==> src/rtl/ser_pkg.sv <==
// rtl/ser_pkg.sv - shared types and frame-length helper for piso_serializer
// SER_PARITY_EN adds one even-parity bit to each frame.
package ser_pkg;

   typedef enum logic {
      IDLE  = 1'b0,
      SHIFT = 1'b1
   } ser_state_t;

   function automatic int ser_flen(input int width);
`ifdef SER_PARITY_EN
      return width + 1;
`else
      return width;
`endif
   endfunction

endpackage

==> src/rtl/ser_bit_counter.sv <==
// rtl/ser_bit_counter.sv - bit-position counter for one serial frame
// The counter wraps to 0 after the last bit so an idle serializer always sits at 0.
module ser_bit_counter #(
   parameter int FLEN = 8
) (
   input  logic clk,
   input  logic rst,
   input  logic clear,
   input  logic inc,
   output logic term
);

   localparam int CW = $clog2(FLEN + 1);

   logic [CW-1:0] cnt;

   always_ff @(posedge clk or negedge rst) begin
      if (!rst) begin
         cnt <= '0;
      end else if (clear) begin
         cnt <= '0;
      end else if (inc) begin
         if (term) cnt <= '0;
         else      cnt <= cnt + 1'b1;
      end
   end

   assign term = (cnt == CW'(FLEN - 1));

endmodule

==> src/rtl/piso_serializer.sv <==
// rtl/piso_serializer.sv - valid/ready word in, LSB-first serial bit stream out
// SER_PARITY_EN appends an even-parity bit after the WIDTH data bits.
module piso_serializer
   import ser_pkg::*;
#(
   parameter int WIDTH = 8
) (
   input  logic             clk,
   input  logic             rst,
   input  logic             in_valid,
   input  logic [WIDTH-1:0] in_data,
   output logic             in_ready,
   output logic             dout,
   output logic             dout_valid,
   output logic             sof
);

   localparam int FLEN = ser_flen(WIDTH);

   ser_state_t      state;
   logic [FLEN-1:0] sr;
   logic [FLEN-1:0] frame;
   logic            term;
   logic            xfer;

   // Parity rides in the top bit of the shift register, so it falls out after the data.
`ifdef SER_PARITY_EN
   assign frame = {^in_data, in_data};
`else
   assign frame = in_data;
`endif

   assign in_ready = (state == IDLE) || (state == SHIFT && term);
   assign xfer     = in_valid && in_ready;
   assign dout     = sr[0];

   ser_bit_counter #(
      .FLEN (FLEN)
   ) u_bit_counter (
      .clk   (clk),
      .rst   (rst),
      .clear (xfer),
      .inc   (state == SHIFT),
      .term  (term)
   );

   always_ff @(posedge clk or negedge rst) begin
      if (!rst) begin
         state      <= IDLE;
         sr         <= '0;
         dout_valid <= 1'b0;
         sof        <= 1'b0;
      end else if (xfer) begin
         state      <= SHIFT;
         sr         <= frame;
         dout_valid <= 1'b1;
         sof        <= 1'b1;
      end else begin
         case (state)
            SHIFT: begin
               sof <= 1'b0;
               if (term) begin
                  state      <= IDLE;
                  sr         <= '0;
                  dout_valid <= 1'b0;
               end else begin
                  sr <= sr >> 1;
               end
            end
            default: begin
               sr         <= '0;
               dout_valid <= 1'b0;
               sof        <= 1'b0;
            end
         endcase
      end
   end

endmodule
==> config.mk <==
export PLATFORM = sky130hd
export DESIGN_NAME = piso_serializer
export DESIGN_NICKNAME = d
export VERILOG_FILES = /design/src/rtl/ser_pkg.sv /design/src/rtl/ser_bit_counter.sv /design/src/rtl/piso_serializer.sv
export SDC_FILE = /design/constraint.sdc
export NUM_CORES = 1
export LEC_CHECK = 0
export CORE_MARGIN = 2
export CORE_UTILIZATION = 51
export CTS_CLUSTER_SIZE = 16
export DETAILED_ROUTE_END_ITERATION = 8
export PLACE_DENSITY = 0.86
export SLEW_MARGIN = 0
export SYNTH_ARGS = -nofsm -noshare
export SYNTH_HDL_FRONTEND = slang
export SYNTH_HIERARCHICAL = 1
export SYNTH_SLANG_ARGS = --single-unit
==> constraint.sdc <==
create_clock -name clk -period 3 [get_ports clk]
set_input_delay 0.6 -clock clk [delete_from_list [all_inputs] [get_ports clk]]
set_output_delay 0.6 -clock clk [all_outputs]
set_load 0.02 [all_outputs]
* After elaboration in Yosys (flattened, before gate mapping) *
Index checks and enable logic that the tools add are counted.

storage, ports and cells
  flip-flop bits (word level) = 15
  latch bits = 0
  bits in writable memories = 0
  ROM bits = 0
  input bits = 11
  output and inout bits = 4
  word-level logic and storage cells = 26
  memories = 0

cells by class
  add/subtract/negate cells = 1
  multipliers = 0
  div/mod/pow operators = 0
  $lt $le $gt $ge = 0
  equal/unequal tests = 2
  shift-type cells = 0
  mux-type cells = 13
  bitwise operators = 1
  reduce and logical (&&, ||, !) cells = 4

operator list
  cell                                                  count
  two-way mux 8 bit                                     2
  two-way mux 4 bit                                     3
  two-way mux 1 bit                                     7
  two-way mux 7 bit                                     1
  adder 4 x 1 -> 4 bit (second input constant)          1
  equality test 4 x 3 -> 1 bit (second input constant)  1
  != test 3 x 1 -> 1 bit (second input constant)        1
  logical AND 1 bit                                     2
  nonzero test 2 bit                                    1
  logical OR 1 bit                                      1
  NOT 1 bit                                             1

* Logic depth before layout (Yosys ltp) *
  depth after elaboration = 5
  mapped depth = 9
  mapped depth without buffers = 8

* By module *
Netlist, hierarchy kept.

modules (own cells, without submodules)
  module           times used  cells each  area an instance (um^2)  seq. area each (um^2)
  piso_serializer  1           41          466.7                    275.3
  ser_bit_counter  1           19          212.7                    100.1

* Worst setup path before layout *
OpenSTA, ideal clock, no wires.

  path kind = flip-flop to flip-flop
  from = register u_bit_counter.cnt[0]
  to = register u_bit_counter.cnt[3]
  library setup time = 125 ps
  data arrival time = 1738 ps
  required time = 2875 ps
  path slack = 1137 ps
  stages on the path, launching flop included = 10
  path buffers = 1
  period minus slack after synthesis = 1863 ps
  cell sequence = dfrtp_1 ha_1 nand3b_1 inv_1 nor2b_4 buf_6 inv_1 and2_1 nor3_1 mux2_4

between the ends
  word-level cells in the longest chain between the ends = 5
  elaborated cells between the ends (all ways) = 9
  classes of those cells = add/sub: 1; eq/ne: 1; mux: 3; reduce/logical: 4

RTL lines
  what                                                     RTL line               text
  from (decl)                                              ser_bit_counter.sv:15  logic [CW-1:0] cnt;
  from (signal assigned)                                   ser_bit_counter.sv:24  else cnt <= cnt + 1'b1;
  equality test 4 x 3 -> 1 bit (*)                         ser_bit_counter.sv:28  assign term = (cnt == CW'(FLEN - 1));
  net term                                                 piso_serializer.sv:23  logic term;
  logical AND 1 bit (*)                                    piso_serializer.sv:33  assign in_ready = (state == IDLE) || (state == SHIFT && term);
  logical OR 1 bit (*)                                     piso_serializer.sv:33
  net in_ready                                             piso_serializer.sv:12  output logic in_ready,
  logical AND 1 bit (*)                                    piso_serializer.sv:34  assign xfer = in_valid && in_ready;
  net xfer                                                 piso_serializer.sv:24  logic xfer;
  two-way mux 4 bit or nonzero test 2 bit (tied branches)  -

Mark *: on every way through the listed nets, which the timed path passes. The rest lies on a longest branch. The select of a mux whose other input is x is not followed.
A chain may end at the register's enable or synchronous reset.

* Worst setup path in the final report *
  from = register u_bit_counter.cnt[0]
  to = output in_ready

between the ends
  word-level cells in the longest chain between the ends = 3

RTL lines
  what                          RTL line
  equality test 4 x 3 -> 1 bit  ser_bit_counter.sv:28
  net term                      piso_serializer.sv:23
  logical AND 1 bit             piso_serializer.sv:33
  logical OR 1 bit              piso_serializer.sv:33
  to (decl)                     piso_serializer.sv:12

The timed path passes the listed nets, and every way through them passes these cells.

==> flow_metrics.py <==
metrics = {
    "outcome": {
        "status": "complete, no violations",
    },
    "layout": {
        "drive_gt1_share_pct": 9.33,
        "fin_nets": 88,
        "syn_to_final_growth_pct": 23.4,
        "n_fill_cell": 100,
        "num_antenna_cells": 0,
        "final_area_um2": 838,
    },
    "floorplanning": {
        "dieArea_um2": 1640,
        "coreArea_um2": 1270,
        "fp.dieW_um": 40.5,
        "num_rows": 13,
        "chipHeight_um": 40.5,
        "ios": 15,
        "start_util_pct": 53.6,
    },
    "yosys": {
        "synth_area_um2": 679,
        "synth_cell_types": 22,
        "syn_inst": 60,
        "ys_warn_count": 6,
        "avgSynthCellArea_um2": 11.3,
        "synth-seq-cells": 15,
        "synth_nets": 72,
        "ys_seq_area_share_pct": 55.2,
    },
    "power_and_ir_drop": {
        "p_total_uw": 720,
        "ir_drop_v": 0.000488,
        "p_leak_nw": 0.395,
        "power_density_nw_per_um2": 859,
    },
    "critical_path": {
        "worst_setup_path_start_kind": "flop",
        "endpoint_kind": "primary output",
        "arrival_ns": 2.08,
        "cp_data_required_time_ns": 2.40,
        "critPathKind": "reg -> out",
        "path_max_fanout": 9,
    },
    "clock_tree": {
        "postCtsSetupBuffers": 0,
        "cts_buffers": 3,
        "cts_root_buf": "clkbuf_4",
        "cts_max_level": 1,
        "post_cts_resized": 0,
        "clkLatencyLatePin_ns": 0.28,
        "cts_tree": "built",
        "path_clk_slew_ns": 0.09,
        "postCtsHoldBufs": 0,
        "clkSinkCount": 15,
        "clockBufferDepth": 2,
    },
    "sta": {
        "min_period_ns": 2.68,
        "rsz0062_at_grt": "false",
        "setup_viol": 0,
        "max_freq_ghz": 0.372,
        "fin_skew_ns": 0.00294,
        "maxSlewViolCount": 0,
        "worst_pin_slew_ns": 0.642,
        "max_slew_margin_pct": 57.1,
        "fin_crit_sh_pct": 89.5,
        "hold_violations": 0,
        "fin_setup_tns_ns": 0,
    },
    "detailed_routing": {
        "antenna_left": 0,
        "route.detailed.drc": 0,
        "vias_per_cell": 5.31,
        "drtPass1Iterations": 4,
        "wl_um": 1050,
        "vias": 478,
        "drt_iter0_drc": 6,
        "wl_per_cell_um": 11.7,
    },
    "flow_run": {
        "cap_violations": 0,
    },
    "global_route": {
        "grt_pass1_wl_um": 1600,
        "antenna_found_initial": 0,
        "grtUsageTotal_pct": 14.9,
        "grt_overflow_total": 0,
        "grt_max_degree": 16,
        "first_global_vias": 382,
    },
    "place": {
        "placed_cell_area_um2": 812,
        "portBuffers": 14,
        "gp_congestion": 0.739,
        "hpwl_um": 744,
    },
    "min_path": {
        "hold_class": "reg -> reg",
    },
}
## synthesized netlist by cell type
master	number	area (µm²)
buf_6	2	22.5
nand4_1	1	6.26
nand2b_1	1	6.26
nand3b_1	9	67.6
nor3_1	1	5.00
inv_1	2	7.51
a31o_1	1	8.76
nor2b_4	1	13.8
a21bo_2	1	10.0
nand2_1	7	26.3
nor2_1	2	7.51
o21ai_0	7	35.0
nor3b_1	1	7.51
mux2_4	2	30.0
nor2b_1	1	6.26
ha_1	1	12.5
and3_1	1	6.26
dfrtp_1	15	375
and2_1	1	6.26
mux2i_1	1	10.0
a21oi_1	1	5.00
clkbuf_1	1	3.75
## sequential cells by signal, summed over array words and instances (netlist names)
signal,count
sof,1
u_bit_counter/cnt,4
sr,8
dout_valid,1
state,1
## power breakdown
group	leakage (nW)	switching, mW	internal, mW
clock	0.0150	0.0607	0.0515
sequential	0.192	0.0459	0.278
combinational	0.188	0.126	0.158
## worst paths after layout
kind / start / cells after the start / slack [ns] / end
min in group asynchronous: rst / 1 / 0.71 / u_bit_counter/cnt[2]$_DFFE_PN0P_
worst max-delay path: u_bit_counter/cnt[0]$_DFFE_PN0P_ / 6 / 0.32 / in_ready
max in group asynchronous: rst / 1 / 1.88 / sr[7]$_DFF_PN0_
worst max register to register: u_bit_counter/cnt[0]$_DFFE_PN0P_ / 8 / 1.07 / u_bit_counter/cnt[3]$_DFFE_PN0P_
worst min register to register: sr[5]$_DFF_PN0_ / 2 / 0.49 / sr[4]$_DFF_PN0_
worst min-delay path: sr[5]$_DFF_PN0_ / 2 / 0.49 / sr[4]$_DFF_PN0_
## cells by family after synthesis
kind of cell               Yosys count  share of synthesized area [%]
and+or+nand+nor                     26                           23.4
DFF                                 15                           55.2
AOI/OAI and AO/OA                   10                           8.65
buffers and inverters                5                           4.97
muxes                                3                           5.89
adders and majority gates            1                           1.84
## cell usage in the layout, fill, tap and decap left out, drive strengths merged, types with 2 or more instances in the layout
| cell type | synthesis | final |
|---|---|---|
| nor2b | 2 | 2 |
| clkdlybuf4s50 | 0 | 14 |
| nand3b | 9 | 9 |
| o21ai | 7 | 7 |
| dfrtp | 15 | 15 |
| inv | 2 | 2 |
| clkbuf | 1 | 4 |
| mux2 | 2 | 2 |
| nor2 | 2 | 2 |
| nand2 | 7 | 7 |
## stage by stage
stage	hold WS [ns]	util (%)	cells	setup slack, ns
after detailed placement	0.471	64.0	86	0.650
after global routing	0.515	66.1	90	0.214
final	0.486	66.1	90	0.315
after global placement	0.475	64.0	86	0.693
after floorplan	0.304	-	60	1.14
after CTS	0.490	66.1	90	0.320
## routing by layer
metal  global-route usage, %  vias up  part of all wire [%]
li1                        -      239                     -
met1                    22.0      223                    49
met2                    19.8       14                    46
met3                    3.33        2                   3.5
met4                    7.50        0                  0.67
met5                       0        -                     0
## area by class of cell
class                           count  area [µm²]  area share, %
Sequential cell                    15         375           44.8
Multi-Input combinational cell     40         270           32.2
Tap cell                           15        18.8           2.24
Inverter                            2        7.51          0.896
Clock buffer                        4        26.3           3.13
Timing Repair Buffer               14         140           16.7
## worst max-delay path: stages (launching register included)
cell             delay (ns)
dfrtp_1                0.41
ha_1                   0.25
nand3b_1               0.12
inv_1                  0.13
nor2b_4                0.24
inv_1                  0.11
clkdlybuf4s50_1        0.55
Power figures use the tool's default switching activity.
